[src/rtl/garage_door_ctrl.sv]
// -----------------------------------------------------------------------------
// garage_door_ctrl
//   Garage-door controller. It sits between the debounced key/sensor inputs
//   and the motor driver / signal lamps. Features:
//     - travel-timeout watchdog that parks the controller in FAULT
//     - optional auto-close timer while the door stands open
//     - motor dead-time (PAUSE) before every direction reversal
//     - obstacle light barrier and a dedicated stop / acknowledge key
//
//   Ports
//     clk2m        in   system clock (2 MHz)
//     rst_n        in   asynchronous reset, active-low
//     key_up       in   open request (level)
//     key_down     in   close request (level)
//     key_stop     in   stop / fault acknowledge (level)
//     sense_up     in   fully-open limit switch
//     sense_down   in   fully-closed limit switch
//     obstacle     in   light-barrier interruption, active-high
//     ml           out  motor down (left)
//     mr           out  motor up (right)
//     light_red    out  red lamp
//     light_green  out  green lamp
//     fault        out  controller parked in FAULT
//     state_o      out  current state code
//
//   Parameters
//     CNT_W        width of the shared state timer
//     MOVE_TIMEOUT max cycles in UP or DOWN before FAULT (>= 1)
//     AUTO_CLOSE   cycles in OPEN before automatic close, 0 disables
//     REV_DELAY    motor-off cycles in PAUSE before reversing (>= 1)
// -----------------------------------------------------------------------------
module garage_door_ctrl #(
    parameter int CNT_W        = 26,
    parameter int MOVE_TIMEOUT = 40_000_000,
    parameter int AUTO_CLOSE   = 60_000_000,
    parameter int REV_DELAY    = 1_000_000
) (
    input  logic       clk2m,
    input  logic       rst_n,
    input  logic       key_up,
    input  logic       key_down,
    input  logic       key_stop,
    input  logic       sense_up,
    input  logic       sense_down,
    input  logic       obstacle,
    output logic       ml,
    output logic       mr,
    output logic       light_red,
    output logic       light_green,
    output logic       fault,
    output logic [2:0] state_o
);

    typedef enum logic [2:0] {
        S_IDLE   = 3'd0,
        S_UP     = 3'd1,
        S_OPEN   = 3'd2,
        S_DOWN   = 3'd3,
        S_CLOSED = 3'd4,
        S_PAUSE  = 3'd5,
        S_FAULT  = 3'd6
    } state_t;

    // Direction to resume after PAUSE; 0 matches the reset value.
    localparam logic DIR_UP   = 1'b0;
    localparam logic DIR_DOWN = 1'b1;

    // "Expiry N" fires on the edge where the timer holds N-1, so the state
    // lasts exactly N cycles. AUTO_CLOSE=0 never uses its constant.
    localparam logic [CNT_W-1:0] MOVE_LAST  = CNT_W'(MOVE_TIMEOUT - 1);
    localparam logic [CNT_W-1:0] CLOSE_LAST = CNT_W'(AUTO_CLOSE - 1);
    localparam logic [CNT_W-1:0] REV_LAST   = CNT_W'(REV_DELAY - 1);
    localparam bit               CLOSE_EN   = (AUTO_CLOSE != 0);

    state_t           state_q, state_d;
    logic [CNT_W-1:0] timer_q, timer_d;
    logic             pend_dir_q, pend_dir_d;
    logic             tmr_clr;
    logic             both_limits;

    assign both_limits = sense_up & sense_down;

    // ------------------------------------------------------------------
    // State, timer and pending-direction registers
    // ------------------------------------------------------------------
    always_ff @(posedge clk2m or negedge rst_n) begin
        if (!rst_n) begin
            state_q    <= S_IDLE;
            timer_q    <= '0;
            pend_dir_q <= DIR_UP;
        end else begin
            state_q    <= state_d;
            timer_q    <= timer_d;
            pend_dir_q <= pend_dir_d;
        end
    end

    // ------------------------------------------------------------------
    // Next-state logic
    // ------------------------------------------------------------------
    always_comb begin
        state_d    = state_q;
        pend_dir_d = pend_dir_q;
        tmr_clr    = 1'b0;

        // Both limit switches closed at once is physically impossible, so
        // treat it as a wiring/sensor fault regardless of where we are.
        if (state_q != S_FAULT && both_limits) begin
            state_d = S_FAULT;
        end else begin
            case (state_q)
                S_IDLE: begin
                    if (key_up)
                        state_d = S_UP;
                    else if (key_down)
                        state_d = S_DOWN;
                end

                S_UP: begin
                    if (sense_up)
                        state_d = S_OPEN;
                    else if (key_stop)
                        state_d = S_IDLE;
                    else if (key_down && !key_up) begin
                        state_d    = S_PAUSE;
                        pend_dir_d = DIR_DOWN;
                    end else if (timer_q == MOVE_LAST)
                        state_d = S_FAULT;
                end

                S_DOWN: begin
                    if (sense_down)
                        state_d = S_CLOSED;
                    else if (obstacle) begin
                        state_d    = S_PAUSE;
                        pend_dir_d = DIR_UP;
                    end else if (key_stop)
                        state_d = S_IDLE;
                    else if (key_up) begin
                        // up wins even when both keys are held
                        state_d    = S_PAUSE;
                        pend_dir_d = DIR_UP;
                    end else if (timer_q == MOVE_LAST)
                        state_d = S_FAULT;
                end

                S_PAUSE: begin
                    // direction keys are deliberately ignored during dead-time
                    if (key_stop)
                        state_d = S_IDLE;
                    else if (timer_q == REV_LAST)
                        state_d = (pend_dir_q == DIR_DOWN) ? S_DOWN : S_UP;
                end

                S_OPEN: begin
                    if (key_down && !obstacle)
                        state_d = S_DOWN;
                    else if (key_up || obstacle)
                        tmr_clr = 1'b1;     // restart the auto-close period
                    else if (CLOSE_EN && timer_q == CLOSE_LAST)
                        state_d = S_DOWN;
                end

                S_CLOSED: begin
                    if (key_up)
                        state_d = S_UP;
                end

                S_FAULT: begin
                    if (key_stop && !both_limits)
                        state_d = S_IDLE;
                end

                default: state_d = S_IDLE;  // unused code 7
            endcase
        end
    end

    // ------------------------------------------------------------------
    // Shared timer: cleared on state change, saturates at all-ones
    // ------------------------------------------------------------------
    always_comb begin
        timer_d = timer_q;
        if (state_d != state_q || tmr_clr)
            timer_d = '0;
        else if (timer_q != '1)
            timer_d = timer_q + 1'b1;
    end

    // ------------------------------------------------------------------
    // Moore outputs from the registered state only
    // ------------------------------------------------------------------
    assign mr          = (state_q == S_UP);
    assign ml          = (state_q == S_DOWN);
    assign light_green = (state_q == S_OPEN);
    assign light_red   = ~light_green;
    assign fault       = (state_q == S_FAULT);
    assign state_o     = state_q;

endmodule
[config.mk]
export PLATFORM = sky130hd
export DESIGN_NAME = garage_door_ctrl
export DESIGN_NICKNAME = d
export VERILOG_FILES = /design/src/rtl/garage_door_ctrl.sv
export SDC_FILE = /design/constraint.sdc
export NUM_CORES = 1
export LEC_CHECK = 0
export ABC_AREA = 1
export BUFFER_PORTS_ARGS = -buffer_cell sky130_fd_sc_hd__buf_2
export CAP_MARGIN = 20
export CORE_ASPECT_RATIO = 0.5
export CORE_MARGIN = 3
export CORE_UTILIZATION = 60
export DETAILED_ROUTE_END_ITERATION = 10
export HOLD_SLACK_MARGIN = 0.1
export PLACE_DENSITY = 0.79
export RECOVER_POWER = 100
export SLEW_MARGIN = 40
export SYNTH_ARGS = -nofsm -noshare
export SYNTH_HDL_FRONTEND = slang
export SYNTH_SLANG_ARGS = --single-unit
export TNS_END_PERCENT = 20
[constraint.sdc]
create_clock -name clk2m -period 4.1 [get_ports clk2m]
set_input_delay 0.205 -clock clk2m [delete_from_list [all_inputs] [get_ports clk2m]]
set_output_delay 0.205 -clock clk2m [all_outputs]
set_load 0.02 [all_outputs]
==> results.rst <==
.. list-table::
   :header-rows: 1

   * - Metric
     - Value
   * - Status
     - complete, but fails checks
   * - Failing checks
     - max-capacitance violations, max-slew violations
   * - Top FF cell, synth
     - dfrtp_1
   * - Final Max Slew Viols
     - 31
   * - Antenna-violating nets left
     - 0
   * - Core region area
     - around 0.0035 mm²
   * - Xor/xnor cell area share of the yosys netlist
     - 0.0543
   * - Antenna diode count
     - 0
   * - Classification of the worst-slack hold path
     - in -> reg
   * - Vias post-DR
     - between 2000 and 2500
   * - Max Cap Viol
     - 1
   * - Critical Path Start Type
     - register
   * - Critical path fanouts, max
     - 11
   * - Total of fill cells in the finished design
     - 340
   * - Simple-gate area share of the yosys netlist
     - 0.441
   * - Share of cell area taken by muxes after synthesis
     - 0.00443
   * - Grt total ovfl
     - 0
   * - Final weighted congestion of routability-driven global placement
     - between 0.9 and 1
   * - Vias in the first global route
     - around 2000
   * - Netlist Area Pre-Place
     - 0.00226 mm²
   * - Final non-filler cell total
     - ~410
   * - Kind of cell adding the most delay to the critical path
     - simple AND/OR/NAND/NOR gates
   * - Post-cts repair resize count
     - 0
   * - Largest net degree at the start of global routing
     - 31
   * - Yosys top cell by area
     - dfrtp_1
   * - Latest clock arrival within the worst-skew pair
     - 0.28 ns
   * - Critical path data required time
     - approximately 4.3 ns
   * - Half-perimeter wire length after detailed placement
     - a little under 4 mm
   * - Final Hold Violating Endpoints
     - 0
   * - Syn-to-layout area delta
     - 5.16%
   * - Post-synth net total
     - ~350
   * - Clock tree from TritonCTS
     - yes
   * - Top Ports
     - 16
   * - Mean routed wirelength per cell
     - roughly 12 µm
   * - TritonRoute pass-1 iters
     - 5
   * - Synthesized-area fraction occupied by ao, oa, aoi and oai cells
     - 0.0482
   * - Ys async rst share
     - 1.00
   * - Adder-Cell Fraction of Synth Area
     - 0.00554
   * - Starting density of the core
     - 0.640
   * - DRC violation total after the first TritonRoute iteration
     - 197
   * - Number of cells produced by synthesis
     - approximately 340
   * - Worst slack at placement
     - approximately 1.7 ns
   * - Reported leakage power
     - between 0.001 and 0.0015 µW
   * - Aggregate global-route resource usage
     - 0.247
   * - Total power after layout
     - roughly 1000 µW
   * - Delay of the slowest cell on the worst path
     - 0.51 ns
   * - Worst Setup Path Type
     - reg -> reg
   * - Via-to-Cell Ratio
     - approximately 5.3
   * - Clock tree skew after final layout
     - roughly 0.010 ns
   * - Inserted Clock Buffers
     - 5
   * - Most frequent cells in the layout
     - nand2_1, nor2_1, inv_1
   * - Final core area utilization
     - 0.673
   * - Share of cells above drive strength 1
     - 0.0944
   * - Kind of capture point of the worst setup path
     - register
   * - Final min period
     - between 2 and 3 ns
   * - Detailed-route DRC error count
     - 0
   * - Chip Height
     - between 40 and 50 µm
   * - Number of enable-type register cells in the synthesized netlist
     - 0
   * - IO buf count
     - 15
   * - Commonest non-fill, non-tap cell in the layout
     - nand2_1
   * - Number of nets in the layout
     - about 370
   * - Mean cell area of the mapped netlist
     - roughly 6.6 µm²
   * - CTS H-tree depth
     - 2
   * - Crit path buf inv count
     - 2
   * - Dominant combinational cell family by area after synthesis
     - simple AND/OR/NAND/NOR gates
   * - Post-synthesis sequential element count
     - 30
   * - Syn. warnings
     - 0
   * - Final-layout setup total negative slack
     - 0 ns
   * - Fmax
     - 0.377 GHz
   * - TritonCTS sink count
     - 30
   * - Fraction of the yosys area taken by sequential cells
     - 0.333
   * - Global-route wire length before repair
     - ~9.0 mm
   * - Area of the die
     - between 0.004 and 0.005 mm²
   * - Slowest CP cell
     - nand4_1
   * - Library cells used by synthesis
     - 29
   * - Setup slack after layout
     - roughly 1.4 ns
   * - Transition time of the tightest slew-check pin
     - around 1.6 ns
   * - Dominant cells by area after synthesis
     - dfrtp_1, nand2_1, inv_1, nor2_1, nor2_2
   * - Root Buffer
     - clkbuf_8
   * - Final setup viols
     - 0
   * - Post CTS Setup Buffer Count
     - 0
   * - Initial antenna violation count
     - 0
   * - Critical path cell sequence
     - ha_1 -> nand3_1 -> inv_1 -> nand2_1 -> nor3_1 -> nand4_1 -> inv_1 -> nor2_1 -> nand2_1 -> nor2_1 -> xor2_1 -> nor2_2
   * - Slew HR
     - -0.0872
   * - Max IR drop VDD
     - around 0.43 mV
   * - Share of the cycle needed by the critical path after routing
     - 0.647
   * - Wire length reported by the detailed router
     - a little over 5 mm
   * - Num rows
     - 15
   * - Overall die width
     - slightly above 90 µm
   * - Post-synth top area share
     - 0.333
   * - Placed Instances
     - 403
   * - Bufs on Longest Clock Path
     - 2
   * - RSZ-0062 raised after global routing
     - false
   * - Clock-pin slew of the registers on the worst-case setup and hold paths
     - around 0.070 ns
   * - Endpoint arrival time on the critical path
     - 2.81 ns
   * - Power per Cell Area
     - around 420 mW/mm²
## synthesized netlist by cell type, drive strengths merged, types with 2 or more instances
library cell and instances:
a21oi 6, inv 55, nand2 98, xor2 12, o21ai 10, nand4 11
buf 6, nand3 22, o22ai 2, nor3 8, dfrtp 30, nor4 2
xnor2 2, nor2 74
## what timing repair did
action                                  CTS  global route
hold buffers                              1             0
endpoints found under the setup margin    0             0
endpoints found under the hold margin    30             0
## worst reg2reg max path, cell delays in order (launching register included)
cell and delay (ns):
dfrtp_1 0.39, ha_1 0.18, nand3_1 0.11, inv_1 0.10
nand2_1 0.11, nor3_1 0.37, nand4_1 0.51, inv_1 0.21
nor2_1 0.10, nand2_1 0.14, nor2_1 0.07, xor2_1 0.17
nor2_2 0.06
## stage by stage
stage	instance area (µm²)	hold slack, ns
after floorplan	2260	-0.0906
after global placement	2350	0.272
after detailed placement	2350	0.280
after CTS	2430	0.342
after global routing	2370	0.378
final	2370	0.362
## kinds of logic after synthesis
group	after synthesis
AO/OA/AOI/OAI	20
XOR/XNOR	14
adder cells (fa/ha/maj)	1
buffers and inverters	61
flip-flops	30
multiplexers	1
AND/OR/NAND/NOR	216
## routing by layer
metal | share of wire | global-route usage | wire length [µm] | vias up
li1 | - | - | - | 1092
met1 | 0.50 | 0.355 | 2570 | 982
met2 | 0.42 | 0.372 | 2160 | 78
met3 | 0.066 | 0.0601 | 337 | 6
met4 | 0.0082 | 0.0681 | 42 | 0
met5 | 0 | 0 | 0 | -
## path summary, 6_finish.rpt
check                      startpoint     endpoint  slack [ns]  cells after the start
min                          key_stop   state_o[2]        0.36                      4
max in group asynchronous       rst_n   timer_q[2]        2.28                      2
min in group asynchronous       rst_n   timer_q[5]        0.88                      2
max                        timer_q[0]  timer_q[22]        1.45                     12
max reg2reg                timer_q[0]  timer_q[22]        1.45                     12
min reg2reg                pend_dir_q   pend_dir_q        0.49                      2
## report_power, final
group          total, µW  internal, µW  switching (µW)
clock network        221           117             104
registers            368           321            47.1
logic                408           113             295
## area by class of cell
type | count | area [µm²] | share of cell area
Multi-Input combinational cell | 252 | 1200 | 0.506
Sequential cell | 30 | 751 | 0.316
Inverter | 55 | 206 | 0.0870
Clock buffer | 7 | 76.3 | 0.0322
Timing Repair Buffer | 16 | 76.3 | 0.0322
Tap cell | 51 | 63.8 | 0.0269
## registers in the layout, indices dropped and copies added, names as in the netlist
register and count:
timer_q 26, pend_dir_q 1, state_o 3
No activity file was read; power rests on OpenSTA's default activity.
